`config.mk`:
```
export PLATFORM = sky130hd
export DESIGN_NAME = spi_ram_target
export DESIGN_NICKNAME = d
export VERILOG_FILES = /design/src/rtl/spi_ram_target.sv
export SDC_FILE = /design/constraint.sdc
export NUM_CORES = 1
export LEC_CHECK = 0
export ABC_CLOCK_PERIOD_IN_PS = 2510
export CAP_MARGIN = 40
export CORE_ASPECT_RATIO = 1.4
export CORE_MARGIN = 3
export CORE_UTILIZATION = 49
export DETAILED_ROUTE_END_ITERATION = 16
export PLACE_DENSITY = 0.7
export REMOVE_ABC_BUFFERS = 1
export SYNTH_ARGS = -nofsm -noshare
export SYNTH_HDL_FRONTEND = slang
export SYNTH_SLANG_ARGS = --single-unit
```
`constraint.sdc`:
```
create_clock -name clk -period 2.51 [get_ports clk]
set_clock_uncertainty 0.15 [all_clocks]
set_input_delay 0.6275 -clock clk [delete_from_list [all_inputs] [get_ports clk]]
set_output_delay 0.6275 -clock clk [all_outputs]
set_load 0.03 [all_outputs]
```
`src/rtl/spi_ram_target.sv`:
```
// SPI mode-0 target bridging READ (0x03) / WRITE (0x02) frames onto a byte-wide
// memory port. All SPI pins are resynchronised into clk; nothing runs on spi_clk.
`timescale 1ns/1ps
module spi_ram_target #(
  parameter int ADDR_BITS = 16
) (
  input  logic                 clk,
  input  logic                 rst_n,
  input  logic                 spi_clk,
  input  logic                 spi_select,
  input  logic                 spi_mosi,
  output logic                 spi_miso,
  output logic [ADDR_BITS-1:0] mem_addr,
  output logic [7:0]           mem_wdata,
  output logic                 mem_we,
  output logic                 mem_re,
  input  logic [7:0]           mem_rdata,
  output logic                 busy
);
  typedef enum logic [2:0] {ST_IDLE, ST_CMD, ST_ADDR, ST_READ, ST_WRITE, ST_IGNORE} state_t;

  localparam logic [4:0] ADDR_LAST = 5'(ADDR_BITS - 1);

  logic [2:0]           sclk_q, sclk_d;
  logic [2:0]           sel_q, sel_d;
  logic [1:0]           mosi_q, mosi_d;
  logic                 primed_q, primed_d;
  logic                 armed_q, armed_d;
  state_t               state_q, state_d;
  logic [4:0]           bit_cnt_q, bit_cnt_d;
  logic [ADDR_BITS-1:0] shift_q, shift_d;
  logic [ADDR_BITS-1:0] addr_q, addr_d;
  logic                 is_read_q, is_read_d;
  logic [7:0]           tx_sr_q, tx_sr_d;
  logic                 miso_q, miso_d;
  logic [ADDR_BITS-1:0] mem_addr_q, mem_addr_d;
  logic [7:0]           mem_wdata_q, mem_wdata_d;
  logic                 mem_we_q, mem_we_d;
  logic                 mem_re_q, mem_re_d;
  logic                 load_pend_q, load_pend_d;
  logic                 inc_pend_q, inc_pend_d;

  logic                 clk_rise, clk_fall, sel_rise, sel_fall;
  logic [ADDR_BITS-1:0] shifted;

  assign clk_rise = sclk_q[1] & ~sclk_q[2];
  assign clk_fall = ~sclk_q[1] & sclk_q[2];
  assign sel_rise = sel_q[1] & ~sel_q[2];
  // A falling select only counts once the pin has been seen high since reset.
  assign sel_fall = armed_q & ~sel_q[1] & sel_q[2];
  assign shifted  = {shift_q[ADDR_BITS-2:0], mosi_q[1]};

  always_comb begin
    sclk_d      = {sclk_q[1:0], spi_clk};
    sel_d       = {sel_q[1:0], spi_select};
    mosi_d      = {mosi_q[0], spi_mosi};
    primed_d    = 1'b1;
    armed_d     = armed_q | (primed_q & sel_q[0]);
    state_d     = state_q;
    bit_cnt_d   = bit_cnt_q;
    shift_d     = shift_q;
    addr_d      = addr_q;
    is_read_d   = is_read_q;
    tx_sr_d     = tx_sr_q;
    miso_d      = miso_q;
    mem_addr_d  = mem_addr_q;
    mem_wdata_d = mem_wdata_q;
    mem_we_d    = 1'b0;
    mem_re_d    = 1'b0;
    load_pend_d = 1'b0;
    inc_pend_d  = 1'b0;

    if (sel_rise) begin
      state_d   = ST_IDLE;
      bit_cnt_d = 5'd0;
      shift_d   = '0;
      tx_sr_d   = 8'd0;
    end else begin
      // Read data lands one cycle after the strobe; capture it the cycle after that.
      if (load_pend_q && state_q == ST_READ) tx_sr_d = mem_rdata;
      if (inc_pend_q) addr_d = addr_q + 1'b1;
      if (mem_re_q) load_pend_d = 1'b1;

      case (state_q)
        ST_IDLE: begin
          if (sel_fall) begin
            state_d   = ST_CMD;
            bit_cnt_d = 5'd0;
          end
        end
        ST_CMD: begin
          if (clk_rise) begin
            shift_d   = shifted;
            bit_cnt_d = bit_cnt_q + 5'd1;
            if (bit_cnt_q == 5'd7) begin
              bit_cnt_d = 5'd0;
              if (shifted[7:0] == 8'h03) begin
                state_d   = ST_ADDR;
                is_read_d = 1'b1;
              end else if (shifted[7:0] == 8'h02) begin
                state_d   = ST_ADDR;
                is_read_d = 1'b0;
              end else begin
                state_d   = ST_IGNORE;
              end
            end
          end
        end
        ST_ADDR: begin
          if (clk_rise) begin
            shift_d   = shifted;
            bit_cnt_d = bit_cnt_q + 5'd1;
            if (bit_cnt_q == ADDR_LAST) begin
              bit_cnt_d = 5'd0;
              addr_d    = shifted;
              if (is_read_q) begin
                state_d    = ST_READ;
                mem_re_d   = 1'b1;
                mem_addr_d = shifted;
              end else begin
                state_d    = ST_WRITE;
              end
            end
          end
        end
        ST_READ: begin
          if (clk_rise) begin
            bit_cnt_d = bit_cnt_q + 5'd1;
            // Last bit of the byte is being sampled: prefetch the next address.
            if (bit_cnt_q == 5'd7) begin
              bit_cnt_d  = 5'd0;
              addr_d     = addr_q + 1'b1;
              mem_re_d   = 1'b1;
              mem_addr_d = addr_q + 1'b1;
            end
          end
          if (clk_fall) begin
            miso_d  = tx_sr_q[7];
            tx_sr_d = {tx_sr_q[6:0], 1'b0};
          end
        end
        ST_WRITE: begin
          if (clk_rise) begin
            shift_d   = shifted;
            bit_cnt_d = bit_cnt_q + 5'd1;
            if (bit_cnt_q == 5'd7) begin
              bit_cnt_d   = 5'd0;
              mem_we_d    = 1'b1;
              mem_wdata_d = shifted[7:0];
              mem_addr_d  = addr_q;
              inc_pend_d  = 1'b1;
            end
          end
        end
        ST_IGNORE: ;
        default: state_d = ST_IDLE;
      endcase
    end

    if (state_d != ST_READ) miso_d = 1'b0;
  end

  always_ff @(posedge clk or negedge rst_n) begin
    if (!rst_n) begin
      sclk_q      <= 3'b000;
      sel_q       <= 3'b111;
      mosi_q      <= 2'b00;
      primed_q    <= 1'b0;
      armed_q     <= 1'b0;
      state_q     <= ST_IDLE;
      bit_cnt_q   <= 5'd0;
      shift_q     <= '0;
      addr_q      <= '0;
      is_read_q   <= 1'b0;
      tx_sr_q     <= 8'd0;
      miso_q      <= 1'b0;
      mem_addr_q  <= '0;
      mem_wdata_q <= 8'd0;
      mem_we_q    <= 1'b0;
      mem_re_q    <= 1'b0;
      load_pend_q <= 1'b0;
      inc_pend_q  <= 1'b0;
    end else begin
      sclk_q      <= sclk_d;
      sel_q       <= sel_d;
      mosi_q      <= mosi_d;
      primed_q    <= primed_d;
      armed_q     <= armed_d;
      state_q     <= state_d;
      bit_cnt_q   <= bit_cnt_d;
      shift_q     <= shift_d;
      addr_q      <= addr_d;
      is_read_q   <= is_read_d;
      tx_sr_q     <= tx_sr_d;
      miso_q      <= miso_d;
      mem_addr_q  <= mem_addr_d;
      mem_wdata_q <= mem_wdata_d;
      mem_we_q    <= mem_we_d;
      mem_re_q    <= mem_re_d;
      load_pend_q <= load_pend_d;
      inc_pend_q  <= inc_pend_d;
    end
  end

  assign spi_miso  = miso_q;
  assign mem_addr  = mem_addr_q;
  assign mem_wdata = mem_wdata_q;
  assign mem_we    = mem_we_q;
  assign mem_re    = mem_re_q;
  assign busy      = ~sel_q[1];
endmodule
```
==> flow_metrics.tcl <==
set metrics [dict create \
    root_buffer "clkbuf_16" \
    cp-startpoint "bit_cnt_q[0]" \
    synth_xor_area_frac 0.0152 \
    drv_slew 0 \
    power.internal_uw 2180 \
    ys_types 77 \
    cts_max_path_buffers 2 \
    grt_antenna_before_repair 0 \
    drt_iter0_drc 350 \
    arrival_ns 2.51 \
    drv_cap 0 \
    r2r-end "addr_q[2]" \
    synth_common_cells "83 x dfrtp_1, 45 x nand2_1, 34 x a21oi_1, 34 x nor2_1, 24 x inv_1" \
    p_total_uw 2890 \
    yosysSeqAreaShare 0.467 \
    setup_ws_ns 0.115 \
    grt.total_usage 0.243 \
    worstPathRequired_ns 2.62 \
    synth_top_family_by_area "compound AO/OA/AOI/OAI gates" \
    dr.pass1.iters 5 \
    wirelength_um 11800 \
    finalCriticalPeriod_ns 2.39 \
    synth_area_um2 4620 \
    drc 0 \
    synth_area_leader_cell "dfrtp_1" \
    synth_ff_type "dfrtp_1" \
    die_area_um2 10600 \
    via_per_inst 6.33 \
    sequentialPowerShare 0.490 \
    netlist_instances 475 \
    power_leakage_uw 0.00227 \
    grt_pass1_vias 3988 \
    start_util 0.508 \
    rows 41 \
    ir_worst_vdd_uv 359 \
    max_freq_mhz 418 \
    rsz0062_at_grt "no" \
    path_clk_slew_ns 0.07 \
    crit_path_max_fanout 15 \
    pwr_density_cell_nw_per_um2 526 \
    die-width_um 88.0 \
    p_sw_uw 715 \
    clkSinkCount 86 \
    area_delta_synth_final_pct 19.2 \
    synth-compound-area-share 0.243 \
    ant_nets 0 \
    syn_area_per_cell_um2 9.72 \
    crit_type "register to register" \
    overflow 0 \
    grt_pass1_wl_um 20100 \
    io_pins 41 \
    cp-start-kind "register" \
    die_height_um 121 \
    setup_violations 0 \
    worstSetupEndpointType "register" \
    grt_max_degree 39 \
    r2r_cells 9 \
    yosysTopAreaCellShare 0.450 \
    pre_cts_slack_ns 0.0296 \
    ys_ff_latch 86 \
    status "finished, final reports clean" \
    clock_power_share 0.439 \
    hold_viol 0 \
    cts_hold_buffers 0 \
    synth_edf_count 0 \
    portBuffers 40 \
    clock_latency_ns 0.35 \
    tritoncts "built" \
    finalCritPeriodShare 0.954 \
    p_comb_frac 0.071 \
    synthSimpleGateAreaFrac 0.187 \
    wl_per_cell_um 18.7 \
    hold_path_class "primary input to asynchronous set/reset pin" \
    synth_fa_ha_area_frac 0.0108 \
    cts_buffers 9 \
    synth_area_leaders "dfrtp_1 45%, a21oi_1 3.7%, nand2_1 3.7%, a22o_1 2.8%, nor2_1 2.8%" \
    slew_headroom 0.464 \
    async_flop_share 1.00 \
    n_antenna_cell 0 \
    dpl_cell_area_um2 5190 \
    nets 539 \
    design_area_um2 5500 \
    r2r-start "bit_cnt_q[0]" \
    hpwl_um 8440 \
    yosys_warnings 0 \
    utilization 0.606 \
    synth.area.mux_share 0.0260 \
    r2r_slack_ns 0.12 \
    dr_total_vias 4011 \
    final_layout_size_suffix_gt1_frac 0.137 \
    htreeDepth 3 \
    core_area_um2 9080 \
    place.gp.congestion 0.909 \
    post-synth-top-count-cell "dfrtp_1" \
    tightest_slew_ns 0.804 \
    p_sw_frac 0.247 \
]
## metrics by stage
stage | cells | TNS (ns) | hold WS, ns
6_report | 634 | 0 | 0.0948
5_1_grt | 634 | 0 | 0.133
4_1_cts | 633 | 0 | 0.108
3_5_place_dp | 617 | 0 | 0.188
3_3_place_gp | 617 | 0 | 0.187
2_1_floorplan | 448 | -0.107 | 0.181
## placed cells by master, fill, tap and decap left out, types with 7 or more instances in the layout
cell,n
a22oi_1,7
inv_1,24
buf_4,22
nor2_1,34
clkbuf_16,9
clkdlybuf4s50_1,39
o21ai_0,10
o21ai_1,21
nand2_1,45
a22o_1,15
dfrtp_1,83
a21oi_1,34
nand3_1,20
xnor2_1,8
a311oi_1,10
## worst max-delay path, cell delays in order, from the launching register on
cell and delay (ns):
dfrtp_1 0.41, ha_1 0.24, and3_1 0.17, ha_1 0.21
and4bb_1 0.22, and2_2 0.25, o31ai_4 0.26, buf_12 0.18
a21oi_1 0.06, o22ai_1 0.16
## registers in the layout (all words and copies together), names as in the netlist, 2 cells and up
register / cells
mem_wdata: 8
tx_sr_q: 8
addr_q: 16
state_q: 3
sclk_q: 3
mem_addr: 16
mosi_q: 2
shift_q: 15
bit_cnt_q: 5
sel_q: 3
## cell type report
type | instances | area (um2)
fill | 771 | 3580
clock inverter | 6 | 45.0
inverter | 24 | 90.1
timing repair buffer | 63 | 596
multi-input combinational | 338 | 2240
tap | 107 | 134
sequential | 86 | 2160
clock buffer | 10 | 239
## cells by family after synthesis
logic type                 Yosys count
xor gates and xnor gates             8
muxes                               11
AOI/OAI and AO/OA                  157
buffers and inverters               51
other                                1
adders and majority gates            4
and+or+nand+nor                    157
DFF                                 86
## timing repair
| action | CTS | global route |
|---|---|---|
| resized for setup | 0 | 4 |
| setup buffers | 0 | 1 |
| endpoints found under the setup margin | 0 | 18 |
| endpoints found under the hold margin | 0 | 0 |
## how the worst max path moves through the flow
stage / endpoint / slack (ns) / cells past startpoint
4_1_cts: addr_q[2] / 0.01 / 8
6_report: addr_q[2] / 0.12 / 9
3_5_place_dp: addr_q[2] / 0.03 / 8
3_3_place_gp: mem_addr[2] / 0.16 / 8
2_1_floorplan: spi_miso / -0.10 / 5
5_1_grt: addr_q[2] / 0.002 / 9
## power by group through the flow
| stage | combinational [uW] | sequential (uW) | clock [uW] |
|---|---|---|---|
| 6_report | 205 | 1420 | 1270 |
| 5_1_grt | 227 | 1420 | 1350 |
| 4_1_cts | 205 | 1420 | 1300 |
| 3_5_place_dp | 205 | 1440 | 0 |
| 3_3_place_gp | 200 | 1440 | 0 |
| 2_1_floorplan | 92.1 | 1450 | 0 |
## routing by layer
metal / routed length [um] / track usage
met5: 0 / 0
met4: 452 / 0.145
met3: 569 / 0.0320
met2: 6020 / 0.396
met1: 4800 / 0.303
(Power assumes the default switching activity.)
